$ cat src/rtl/ecdsa_pio_ctrl_if.sv
// Host-side and register-bus-side interfaces of the ECDSA PIO access sequencer.
// The controller is the slave of the host interface and the master of the register bus.
interface ecdsa_pio_host_if #(
    parameter int PIO_NBITS = 16
);
    logic                 host_req;
    logic                 host_wr;
    logic [PIO_NBITS-1:0] host_addr;
    logic [PIO_NBITS-1:0] host_wdata;
    logic                 host_ready;
    logic                 host_done;
    logic                 host_err;
    logic [PIO_NBITS-1:0] host_rdata;

    modport master (
        output host_req, host_wr, host_addr, host_wdata,
        input  host_ready, host_done, host_err, host_rdata
    );

    modport slave (
        input  host_req, host_wr, host_addr, host_wdata,
        output host_ready, host_done, host_err, host_rdata
    );
endinterface

interface ecdsa_pio_reg_if #(
    parameter int N_SLV     = 4,
    parameter int PIO_NBITS = 16
);
    logic                       clk_div;
    logic [N_SLV-1:0]           reg_bs;
    logic                       reg_rd;
    logic                       reg_wr;
    logic [PIO_NBITS-1:0]       reg_addr;
    logic [PIO_NBITS-1:0]       reg_din;
    logic [N_SLV-1:0]           slv_ack;
    logic [N_SLV-1:0]           slv_rvalid;
    logic [N_SLV*PIO_NBITS-1:0] slv_rdata;

    modport master (
        output clk_div, reg_bs, reg_rd, reg_wr, reg_addr, reg_din,
        input  slv_ack, slv_rvalid, slv_rdata
    );

    modport slave (
        input  clk_div, reg_bs, reg_rd, reg_wr, reg_addr, reg_din,
        output slv_ack, slv_rvalid, slv_rdata
    );
endinterface

$ cat src/rtl/ecdsa_pio_ctrl.sv
// PIO access sequencer: one host access at a time, decoded to a register slave,
// completed by the slave's ack/rvalid or by a WAIT timeout.
module ecdsa_pio_ctrl #(
    parameter int N_SLV     = 4,
    parameter int SEL_LSB   = 8,
    parameter int DIV_RATIO = 4,
    parameter int TMO_CYC   = 64,
    parameter int PIO_NBITS = 16
) (
    input logic             clk,
    input logic             resetn,
    ecdsa_pio_host_if.slave host,
    ecdsa_pio_reg_if.master pio
);
    localparam int SEL_W = (N_SLV > 1) ? $clog2(N_SLV) : 1;
    localparam int DIV_W = $clog2(DIV_RATIO);
    localparam int TMO_W = $clog2(TMO_CYC);

    typedef enum logic [1:0] {S_IDLE, S_ISSUE, S_WAIT, S_DONE} state_t;

    state_t               state_q, state_d;
    logic [DIV_W-1:0]     div_cnt_q, div_cnt_d;
    logic [TMO_W-1:0]     tmo_cnt_q, tmo_cnt_d;
    logic                 wr_q, wr_d;
    logic                 err_q, err_d;
    logic [SEL_W-1:0]     sel_q, sel_d;
    logic [PIO_NBITS-1:0] addr_q, addr_d;
    logic [PIO_NBITS-1:0] din_q, din_d;
    logic [PIO_NBITS-1:0] rdata_q, rdata_d;

    logic [SEL_W-1:0]     req_sel;
    logic                 req_sel_ok;
    logic                 slv_hit;
    logic [PIO_NBITS-1:0] slv_sel_rdata;
    logic [N_SLV-1:0]     sel_onehot;

    // With a single slave there is no select field, so every access targets slave 0.
    assign req_sel       = (N_SLV == 1) ? '0 : host.host_addr[SEL_LSB +: SEL_W];
    assign req_sel_ok    = int'(req_sel) < N_SLV;
    assign slv_hit       = wr_q ? pio.slv_ack[sel_q] : pio.slv_rvalid[sel_q];
    assign slv_sel_rdata = pio.slv_rdata[int'(sel_q)*PIO_NBITS +: PIO_NBITS];

    always_comb begin
        sel_onehot        = '0;
        sel_onehot[sel_q] = 1'b1;
    end

    always_comb begin
        div_cnt_d = (div_cnt_q == DIV_W'(DIV_RATIO - 1)) ? '0 : div_cnt_q + 1'b1;
    end

    always_comb begin
        state_d   = state_q;
        tmo_cnt_d = tmo_cnt_q;
        wr_d      = wr_q;
        err_d     = err_q;
        sel_d     = sel_q;
        addr_d    = addr_q;
        din_d     = din_q;
        rdata_d   = rdata_q;
        unique case (state_q)
            S_IDLE: begin
                if (host.host_req) begin
                    wr_d      = host.host_wr;
                    addr_d    = host.host_addr;
                    din_d     = host.host_wdata;
                    rdata_d   = '0;
                    tmo_cnt_d = '0;
                    // A bad select completes immediately without touching any slave.
                    if (req_sel_ok) begin
                        sel_d   = req_sel;
                        err_d   = 1'b0;
                        state_d = S_ISSUE;
                    end else begin
                        err_d   = 1'b1;
                        state_d = S_DONE;
                    end
                end
            end
            S_ISSUE: begin
                tmo_cnt_d = '0;
                state_d   = S_WAIT;
            end
            S_WAIT: begin
                // A response arriving on the timeout cycle still counts as a completion.
                if (slv_hit) begin
                    err_d   = 1'b0;
                    rdata_d = wr_q ? '0 : slv_sel_rdata;
                    state_d = S_DONE;
                end else if (tmo_cnt_q == TMO_W'(TMO_CYC - 1)) begin
                    err_d   = 1'b1;
                    rdata_d = '0;
                    state_d = S_DONE;
                end else begin
                    tmo_cnt_d = tmo_cnt_q + 1'b1;
                end
            end
            S_DONE: begin
                state_d = S_IDLE;
            end
            default: begin
                state_d = S_IDLE;
            end
        endcase
    end

    always_ff @(posedge clk or negedge resetn) begin
        if (!resetn) begin
            state_q   <= S_IDLE;
            div_cnt_q <= '0;
            tmo_cnt_q <= '0;
            wr_q      <= 1'b0;
            err_q     <= 1'b0;
            sel_q     <= '0;
            addr_q    <= '0;
            din_q     <= '0;
            rdata_q   <= '0;
        end else begin
            state_q   <= state_d;
            div_cnt_q <= div_cnt_d;
            tmo_cnt_q <= tmo_cnt_d;
            wr_q      <= wr_d;
            err_q     <= err_d;
            sel_q     <= sel_d;
            addr_q    <= addr_d;
            din_q     <= din_d;
            rdata_q   <= rdata_d;
        end
    end

    assign host.host_ready = (state_q == S_IDLE);
    assign host.host_done  = (state_q == S_DONE);
    assign host.host_err   = (state_q == S_DONE) && err_q;
    assign host.host_rdata = (state_q == S_DONE) ? rdata_q : '0;

    assign pio.clk_div  = (div_cnt_q == DIV_W'(DIV_RATIO - 1));
    assign pio.reg_bs   = ((state_q == S_ISSUE) || (state_q == S_WAIT)) ? sel_onehot : '0;
    assign pio.reg_rd   = (state_q == S_ISSUE) && !wr_q;
    assign pio.reg_wr   = (state_q == S_ISSUE) && wr_q;
    assign pio.reg_addr = addr_q;
    assign pio.reg_din  = din_q;
endmodule

$ cat src/flat_wrapper.sv
// flat-port wrapper written by rule: the top's interface ports become plain ports
module ecdsa_pio_ctrl_flat 
#(
    parameter int N_SLV     = 4,
    parameter int SEL_LSB   = 8,
    parameter int DIV_RATIO = 4,
    parameter int TMO_CYC   = 64,
    parameter int PIO_NBITS = 16
)
  (clk, resetn, host_host_req, host_host_wr, host_host_addr, host_host_wdata, host_host_ready, host_host_done, host_host_err, host_host_rdata, pio_clk_div, pio_reg_bs, pio_reg_rd, pio_reg_wr, pio_reg_addr, pio_reg_din, pio_slv_ack, pio_slv_rvalid, pio_slv_rdata);
  ecdsa_pio_host_if #(.PIO_NBITS(PIO_NBITS)) host_i ();
  ecdsa_pio_reg_if #(.N_SLV(N_SLV), .PIO_NBITS(PIO_NBITS)) pio_i ();
  input logic clk;
  input logic resetn;
  input wire logic [$bits(host_i.host_req)-1:0] host_host_req;
  input wire logic [$bits(host_i.host_wr)-1:0] host_host_wr;
  input wire logic [$bits(host_i.host_addr)-1:0] host_host_addr;
  input wire logic [$bits(host_i.host_wdata)-1:0] host_host_wdata;
  output wire logic [$bits(host_i.host_ready)-1:0] host_host_ready;
  output wire logic [$bits(host_i.host_done)-1:0] host_host_done;
  output wire logic [$bits(host_i.host_err)-1:0] host_host_err;
  output wire logic [$bits(host_i.host_rdata)-1:0] host_host_rdata;
  output wire logic [$bits(pio_i.clk_div)-1:0] pio_clk_div;
  output wire logic [$bits(pio_i.reg_bs)-1:0] pio_reg_bs;
  output wire logic [$bits(pio_i.reg_rd)-1:0] pio_reg_rd;
  output wire logic [$bits(pio_i.reg_wr)-1:0] pio_reg_wr;
  output wire logic [$bits(pio_i.reg_addr)-1:0] pio_reg_addr;
  output wire logic [$bits(pio_i.reg_din)-1:0] pio_reg_din;
  input wire logic [$bits(pio_i.slv_ack)-1:0] pio_slv_ack;
  input wire logic [$bits(pio_i.slv_rvalid)-1:0] pio_slv_rvalid;
  input wire logic [$bits(pio_i.slv_rdata)-1:0] pio_slv_rdata;
  assign host_i.host_req = host_host_req;
  assign host_i.host_wr = host_host_wr;
  assign host_i.host_addr = host_host_addr;
  assign host_i.host_wdata = host_host_wdata;
  assign host_host_ready = host_i.host_ready;
  assign host_host_done = host_i.host_done;
  assign host_host_err = host_i.host_err;
  assign host_host_rdata = host_i.host_rdata;
  assign pio_clk_div = pio_i.clk_div;
  assign pio_reg_bs = pio_i.reg_bs;
  assign pio_reg_rd = pio_i.reg_rd;
  assign pio_reg_wr = pio_i.reg_wr;
  assign pio_reg_addr = pio_i.reg_addr;
  assign pio_reg_din = pio_i.reg_din;
  assign pio_i.slv_ack = pio_slv_ack;
  assign pio_i.slv_rvalid = pio_slv_rvalid;
  assign pio_i.slv_rdata = pio_slv_rdata;
  ecdsa_pio_ctrl #(.N_SLV(N_SLV), .SEL_LSB(SEL_LSB), .DIV_RATIO(DIV_RATIO), .TMO_CYC(TMO_CYC), .PIO_NBITS(PIO_NBITS)) u_core (.clk(clk), .resetn(resetn), .host(host_i), .pio(pio_i));
endmodule
$ cat config.mk
export PLATFORM = sky130hd
export DESIGN_NAME = ecdsa_pio_ctrl_flat
export DESIGN_NICKNAME = d
export VERILOG_FILES = /design/src/rtl/ecdsa_pio_ctrl_if.sv /design/src/rtl/ecdsa_pio_ctrl.sv /design/src/flat_wrapper.sv
export SDC_FILE = /design/constraint.sdc
export NUM_CORES = 1
export LEC_CHECK = 0
export BUFFER_PORTS_ARGS = -buffer_cell sky130_fd_sc_hd__buf_2
export CAP_MARGIN = 20
export CORE_ASPECT_RATIO = 1.4
export CORE_UTILIZATION = 51
export CTS_BUF_LIST = sky130_fd_sc_hd__clkbuf_4 sky130_fd_sc_hd__clkbuf_8
export DETAILED_ROUTE_END_ITERATION = 6
export PLACE_DENSITY = 0.88
export SLEW_MARGIN = 20
export SYNTH_ARGS = -nofsm -noshare
export SYNTH_HDL_FRONTEND = slang
export SYNTH_SLANG_ARGS = --single-unit
$ cat constraint.sdc
create_clock -name clk -period 2.7 [get_ports clk]
set_clock_uncertainty 0.05 [all_clocks]
set_input_delay 0.135 -clock clk [delete_from_list [all_inputs] [get_ports clk]]
set_output_delay 0.135 -clock clk [all_outputs]
set_load 0.01 [all_outputs]
==> results of run 1 <==
-- layout make-up --
class / instances / share of cell area [%]
Clock buffer: 12 / 3.36
Clock inverter: 4 / 2.01
Inverter: 20 / 1.59
Multi-Input combinational cell: 170 / 33.7
Sequential cell: 60 / 31.8
Tap cell: 72 / 1.91
Timing Repair Buffer: 205 / 25.6
-- routing by layer --
metal | track usage, % | up-vias | routed length [um]
li1 | - | 1364 | -
met1 | 31.6 | 1454 | 3250
met2 | 50.1 | 183 | 4850
met3 | 7.43 | 31 | 686
met4 | 15.0 | 0 | 342
met5 | 0 | - | 0
-- tightest hold or removal path: stages --
cell and delay (ns):
sky130_fd_sc_hd__buf_2 0.11, sky130_fd_sc_hd__a21o_1 0.11, sky130_fd_sc_hd__a32oi_1 0.10, sky130_fd_sc_hd__o21ai_0 0.07
-- state kept, by name (all words and copies together) (netlist names) --
register	count
u_core.tmo_cnt_q	6
u_core.err_q	1
u_core.pio.reg_addr	16
u_core.state_q	2
u_core.wr_q	1
u_core.div_cnt_q	2
u_core.pio.reg_din	16
u_core.rdata_q	16
-- synthesized netlist by cell type, drive strengths merged, types with 2 or more instances --
master  instances  area [um2]
a21oi           7        35.0
a31oi           4        25.0
a32oi           2        36.3
and2           20         128
and3            4        25.0
buf             7        47.5
clkbuf          8        30.0
dfrtp          60        1500
ha              6        75.1
inv            20        75.1
mux2           35         398
mux2i           3        30.0
mux4           16         360
nand2           4        22.5
nand3          23         115
nor2            4        15.0
nor2b           5        31.3
nor3b           2        15.0
o21ai          20         138
or2             2        12.5
-- logic make-up (layout without fill, tap and decap cells) --
logic type,count (synthesis),after routing
AO/OA/AOI/OAI,42,42
adder cells (fa/ha/maj),6,6
buffers and inverters,35,241
flip-flops,60,60
multiplexers,54,54
AND/OR/NAND/NOR,68,68
-- metrics by stage --
step	area [um2]	hold slack, ns	setup WS (ns)
after floorplan	3240	-0.211	0.823
after global placement	4130	0.280	0.580
after detailed placement	4130	0.298	0.447
after CTS	4720	0.164	0.412
after global routing	4730	0.192	0.191
final	4730	0.179	0.328
-- power by group through the flow --
stage          clock [uW]  sequential, uW  combinational (uW)
4_1_cts              1030            1510                2430
3_3_place_gp            0            1500                2320
5_1_grt              1060            1570                2650
6_report             1020            1520                2450
3_5_place_dp            0            1530                2390
2_1_floorplan           0            1590                1580
-- path summary, 6_finish.rpt --
kind,from,to,slack [ns]
max,u_core.tmo_cnt_q[0],u_core.rdata_q[2],0.33
min reg2reg,u_core.div_cnt_q[0],u_core.div_cnt_q[0],0.40
max reg2reg,u_core.tmo_cnt_q[0],u_core.rdata_q[2],0.33
max in group asynchronous,resetn,u_core.rdata_q[11],1.67
min in group asynchronous,resetn,u_core.tmo_cnt_q[2],0.44
min,host_host_req,u_core.err_q,0.18
==> results.txt, run 1 <==
- Run status: completed
- Switching power summed over all nets: 1870 uW
- Pwr per Cell Area: around 1100 nW/um2
- Min cycle time layout: about 2.4 ns
- The H-tree generated during clock tree synthesis spans 3 levels.
- Count of cell instances traversed by the critical path: 5
- Worst-case clock buffer depth: 2
- Clock network power share: around a fifth
- Largest vdd supply drop: between 0.0007 and 0.0008 V
- Summing the sequential cell areas from Yosys gives between 40% and 50% of the chip area.
- Post-layout utilization of the core: 76.6%
- Simple-gate portion of the synthesized area: between 10 and 15%
- Overall die height: between 90 and 100 um
* RSZ-0062 raised after global routing: no
- The tightest min-delay check is of the in -> reg type.
- Starting DRT DRC Count: between 200 and 300
* Multiplexer share of the synthesized area: between 20% and 30%
* Final setup violating endpoints: 0
- In the finished design, the share of the clock period the worst path needs comes to between 80% and 90%.
- At the end of routability-driven placement, the weighted congestion stood at between 0.8 and 0.9.
- Most frequent cells in the layout: sky130_fd_sc_hd__buf_2, sky130_fd_sc_hd__dfrtp_1, sky130_fd_sc_hd__mux2_2, sky130_fd_sc_hd__dlygate4sd3_1, sky130_fd_sc_hd__nand3_1
- After synthesis, the largest family of logic cells by area is multiplexers.
- In the final layout, the multi-input gates occupy ~1600 um2.
* Largest stage delay on the critical path: 0.71 ns
* Most common cell after layout, fill and taps aside: sky130_fd_sc_hd__buf_2
- Of all flip-flops after synthesis, the portion carrying an async set or reset was between 90% and 100%.
* Fill cell total of the finished layout: just under 400
- Vias/cell: between 5 and 6
- In this run the horizontal extent of the chip is slightly below 70 um.
- In this run the remaining antenna-violating nets after routing total 0.
* Warnings, synthesis: 0
* Clock edge transition at the registers on the reported setup and hold paths: around 0.07 ns
* First-pass detailed-route iteration total: 5
- Final routed wire length divided by cell count: 16.8 um
- For the worst flop-to-flop path, the logic depth is 5.
* Synthesized-area fraction occupied by ao, oa, aoi and oai cells: between 10% and 20%
- Core Rows: 34
* Remaining Overflow, GRT: 0
- The cell sitting at the root of the clock tree is a sky130_fd_sc_hd__clkbuf_8.
* Cell family with the largest share of critical-path delay: compound AO/OA/AOI/OAI gates
- Via count: 3032
- Predominant post-synthesis flop cell: sky130_fd_sc_hd__dfrtp_1
- Number of buffers created by CTS: 9
* Starting density of the core: between 50% and 60%
* Total power: 5000 uW
* Final Max Slew Viols: 0
- Synth Register Bits: 60
* TritonCTS clock tree: yes
* # nets final: 580
- For this run, the number of standard cells in the final layout without fillers is between 500 and 600.
* Worst slew margin: between 40% and 50%
* Core Box Area: 6170 um2
- The first global-routing pass estimated between 10 and 15 mm of wire.
- Worst-path fanout max: 16
- Via count of the first global-routing pass: a little over 3000
- The mapped netlist covers 3240 um2.
- Number of violations of the max-capacitance limit: 0
- The sequential cells in the finished layout cover a total of about 1500 um2.
* Cell internal power dissipation: 3130 uW
- Layout cells sized above 1: roughly 55%
* Leakage power: 0.00236 uW
* Initial antenna violation count: 0
* Cell variety after synth: 39
- After detailed routing, the number of remaining DRC violations is 0.
- Mean Syn Cell Area: roughly 12 um2
- Aggregate global-route resource usage: around 28%
* Adder and majority cell fraction of the synthesized area: between 2 and 2.5%
- Worst setup path category: reg -> reg
* Count of buffering cells on the critical path with inverters included: 0
* Largest net degree at the start of global routing: slightly above 60
- Counting flops with a built-in enable in the synthesized netlist gives 0.
- Cell Chain, Critical Path: ha_1 -> and3_1 -> nand3_1 -> a32oi_4 -> o21ai_0
- Synthesis produced a netlist whose cell count is 265.
- Data on the critical path arrives at its endpoint at around 2.5 ns.
- In this run switching power makes up 37.4% of total power.
- The number of hold violations in the final report is 0.
- Setup TNS: 0 ns
- Per report_power, the combinational group accounts for between 40% and 50% of the total.
* Setup bufs post-CTS: 0
- Antenna Diode Count: 0
* Element type at the critical path start: flip-flop
- Critical path endpoint category: flip-flop
- The clock net in this run drives a total of 60 sinks.
* Worst-margin pin slew: slightly below 0.8 ns
- The later pin in the worst-skew pair is clocked with a latency of ~0.33 ns.
* Area Growth Syn to Fin: 45.9%
* Required time at the endpoint of the critical path: around 2.8 ns
- The number of nets in the synthesized netlist is approximately 380.
- Cells on Worst Hold Path: 4
* I/O pin count: 166
- Registers are responsible for 30.4% of the overall power.
- After clock tree synthesis, the repair step resized 0 gates.
* Library cell contributing the largest single delay on the critical path: sky130_fd_sc_hd__a32oi_4
* Number of I/O port buffers: between 150 and 200
- Fmax: 0.422 GHz
* Die outline area: ~6700 um2
- The wire-length estimate of the detail-placed layout is 6.33 mm.
* Placed cell count: roughly 490
- Total Wirelength: approximately 9.1 mm
* # hold bufs at CTS: 34
* Post-synthesis share of cell area spent on xor and xnor gates: 0%
Note: power is estimated with default switching activity, not from simulation.
==> run 2, diff against run 1 <==
--- a/config.mk
+++ b/config.mk
@@ -7,10 +7,11 @@
 export LEC_CHECK = 0
 export BUFFER_PORTS_ARGS = -buffer_cell sky130_fd_sc_hd__buf_2
 export CAP_MARGIN = 20
-export CORE_ASPECT_RATIO = 1.4
+export CORE_ASPECT_RATIO = 0.7
 export CORE_UTILIZATION = 51
 export CTS_BUF_LIST = sky130_fd_sc_hd__clkbuf_4 sky130_fd_sc_hd__clkbuf_8
 export DETAILED_ROUTE_END_ITERATION = 6
+export HOLD_SLACK_MARGIN = 0.02
 export PLACE_DENSITY = 0.88
 export SLEW_MARGIN = 20
 export SYNTH_ARGS = -nofsm -noshare
==> run 2 against run 1 <==
Compared with the run above: global-route usage increased by 3.3 points; via count is 0.66% lower; non-clock buffer count is the same; first-iteration DRC count shrank 28%; final cell count up 0.55%; die area barely moved; critical endpoint unchanged; hold slack worse by 0.018 ns; register-to-register slack better by 0.08 ns; flip-flop and latch count unchanged; design area fell by 1.1%; sequential power is 3% higher; largest power group unchanged.
==> results.txt, run 2 (synthesized netlist as in run 1, its figures left out) <==
- The die boundary width was 97.3 um (+40%).
- The worst stage delay on the critical path was 0.70 ns (about the same).
- Post-route fraction of the period consumed by the critical path: 85.0% (-2.9 points)
- First-pass GRT wire length: 15.9 mm (+10%)
- For hold timing, the worst endpoint is u_core.err_q.
- Worst-path fanout max: 16 (unchanged)
- Vias/cell: 5.52 (-1.2%)
- The fmax came to 0.436 GHz (+3.4%).
* Final routed wire length divided by cell count: 18.2 um (+8.6%)
- The worst hold path belongs to the class in -> reg.
- The overall fraction of global-route tracks in use came to 31.7% (+3.3 points).
- # nets final: 580 (unchanged)
- The slew at the pin closest to its max-slew limit was 0.746 ns (-0.0349 ns).
- The total number of H-tree levels was 3 (unchanged).
- Most frequent cells in the layout: sky130_fd_sc_hd__buf_2, sky130_fd_sc_hd__dfrtp_1, sky130_fd_sc_hd__mux2_2, sky130_fd_sc_hd__dlygate4sd3_1, sky130_fd_sc_hd__nand3_1
* Element type at the critical path start: flip-flop
- The library cell used most frequently in the layout, excluding fill and tap cells, is sky130_fd_sc_hd__buf_2.
- The area of the die is 6680 um2 (about the same).
- Number of violations of the max-capacitance limit: 0 (unchanged)
- The total clock buffers created by CTS was 9 (unchanged).
- The clock period minus worst slack was 2.29 ns (-0.0771 ns).
* Number of nets still failing antenna checks after routing: 0 (unchanged)
- The HPWL after detailed placement is 6.48 mm (+2.3%).
- The hold-critical path depth was 4 (unchanged).
* Depth of the most critical reg-to-reg path: 5 (unchanged)
- Critical path endpoint category: flip-flop
- Placed cell count: 496 (+0.61%)
- The critical path is of the reg -> reg type.
- Final setup violating endpoints: 0 (unchanged)
- Starting DRT DRC Count: 185 (-28%)
- Area Growth Syn to Fin: 44.2%
* First-pass detailed-route iteration total: 5 (unchanged)
* Total power: 4880 uW (-2.4%)
- The fraction of final layout cells with drive strength greater than 1 is 54.6% (-0.21 points).
- The buffer levels on the longest clock path is 2 (unchanged).
* Run status: completed
* Largest net degree at the start of global routing: 61 (unchanged)
* Cell family with the largest share of critical-path delay: compound AO/OA/AOI/OAI gates
* Worst slew margin: 50.3% (+2.3 points)
- Final Non-Filler Cells: 546 (+0.55%)
* Overall die height: 68.7 um (-29%)
- The clock network latency to the later pin of the worst-skew pair came to 0.35 ns (+0.02 ns).
* Leakage power: 0.00232 uW (-1.5%)
* Remaining Overflow, GRT: 0 (unchanged)
- The data arrival at the endpoint of the critical path came to 2.44 ns (-0.05 ns).
* Design area: 4670 um2 (-1.1%)
- Setup repair after global routing left no endpoint under its margin.
- Traced cell by cell, the critical path runs through ha_1 -> and3_1 -> nand3_1 -> a32oi_4 -> o21ai_0.
- Last weighted congestion value of the routability-driven placer: 0.844 (+4.9%)
- The register clock-pin slew on the reported worst setup and hold paths was 0.07 ns (about the same).
- Antenna Diode Count: 0 (unchanged)
* Via count: 3012 (-0.66%)
* Pwr per Cell Area: 1040 nW/um2 (-1.2%)
* CTS sink count: 60 (unchanged)
- I/O pin count: 166 (unchanged)
- Starting density of the core: 54.6% (+2.1 points)
- The core box area was 5930 um2 (-3.9%).
* Post-detailed-route DRC marker count: 0 (unchanged)
* Setup TNS: 0 ns (unchanged)
- Initial antenna violation count: 0 (unchanged)
* Required time at the endpoint of the critical path: 2.84 ns (+0.02 ns)
- The maximum vdd ir drop is 0.000681 V (-10%).
- The worst register-to-register path begins at u_core.tmo_cnt_q[0].
* Reg-to-reg critical path endpoint: u_core.rdata_q[2]
- Worst Hold Launch: host_host_req
- Core Rows: 23 (-32%)
- Minimum setup slack among reg-to-reg paths: 0.41 ns (+0.08 ns)
- The number of buffer cells added on primary ports was 165 (unchanged).
- Library cell contributing the largest single delay on the critical path: sky130_fd_sc_hd__a32oi_4
- The cell area reported after detailed placement is 4130 um2 (about the same).
* TritonCTS clock tree: yes
* Count of buffering cells on the critical path with inverters included: 0 (unchanged)
- The final routed wirelength across all metal layers came to 9.96 mm (+9.2%).
- The number of setup buffers added after CTS came to 0 (unchanged).
* Final Max Slew Viols: 0 (unchanged)
* Hold Vio Cnt, Final: 0 (unchanged)
* Via count of the first global-routing pass: 3186 (+3.0%)
- Clock tree synthesis selected as its root buffer the cell sky130_fd_sc_hd__clkbuf_8.
- Post_cts resized: 0 (unchanged)
[run 2: cell types whose count changed in the layout (fill, tap and decap cells not counted), sizes merged]
cell and change:
clkbuf -3, clkinvlp +2, bufinv -2, clkinv +2, inv +1
[run 2: power by group]
| group | internal [uW] | switching, uW | leakage, uW |
|---|---|---|---|
| logic | 1170 | 1310 | 0.00148 |
| registers | 1280 | 287 | 0.000750 |
| clock network | 430 | 400 | 0.0000958 |
[run 2: through the flow]
stage          setup WS, ns  hold WS (ns)  util, %
2_1_floorplan         0.823        -0.211        -
3_5_place_dp          0.463         0.293     69.7
3_3_place_gp          0.594         0.285     69.7
5_1_grt               0.213         0.200     78.8
6_report              0.405         0.161     78.8
4_1_cts               0.443         0.141     78.8
[run 2: worst max path at each step]
stage | cells after the start | slack, ns | end | startpoint
6_report | 5 | 0.41 | u_core.rdata_q[2] | u_core.tmo_cnt_q[0]
3_5_place_dp | 5 | 0.46 | u_core.rdata_q[2] | u_core.tmo_cnt_q[0]
5_1_grt | 5 | 0.21 | u_core.rdata_q[2] | u_core.tmo_cnt_q[0]
2_1_floorplan | 7 | 0.82 | u_core.rdata_q[10] | u_core.state_q[0]
4_1_cts | 5 | 0.44 | u_core.rdata_q[2] | u_core.tmo_cnt_q[0]
3_3_place_gp | 5 | 0.59 | u_core.rdata_q[1] | u_core.tmo_cnt_q[0]
[run 2: metal layers]
layer  up-vias  track usage, %  part of all wire [%]
met5         -               0                     0
met4         0            17.3                   3.0
met3        25            9.58                   9.0
met2       202            58.1                    51
met1      1422            34.3                    37
li1       1363               -                     -
[run 2: worst min-delay path, delay by kind of cell]
family / cells / cell delay, ns
buffers and inverters: 1 / 0.11
AOI/OAI and AO/OA: 3 / 0.27
[run 2: what timing repair did]
| action | in CTS | in global routing |
|---|---|---|
| hold buffers | 34 | 0 |
| hold endpoints to repair | 93 | 0 |
| endpoints found under the setup margin | 0 | 0 |
[run 2: final cells by class]
cell class	count	area, um2
inverters	20	75.1
repair buffers	205	1210
multi-input cells	170	1590
clock buffers	9	124
flip-flops and latches	60	1500
clock inverters	7	76.3
fillers	352	1260
well taps	75	93.8
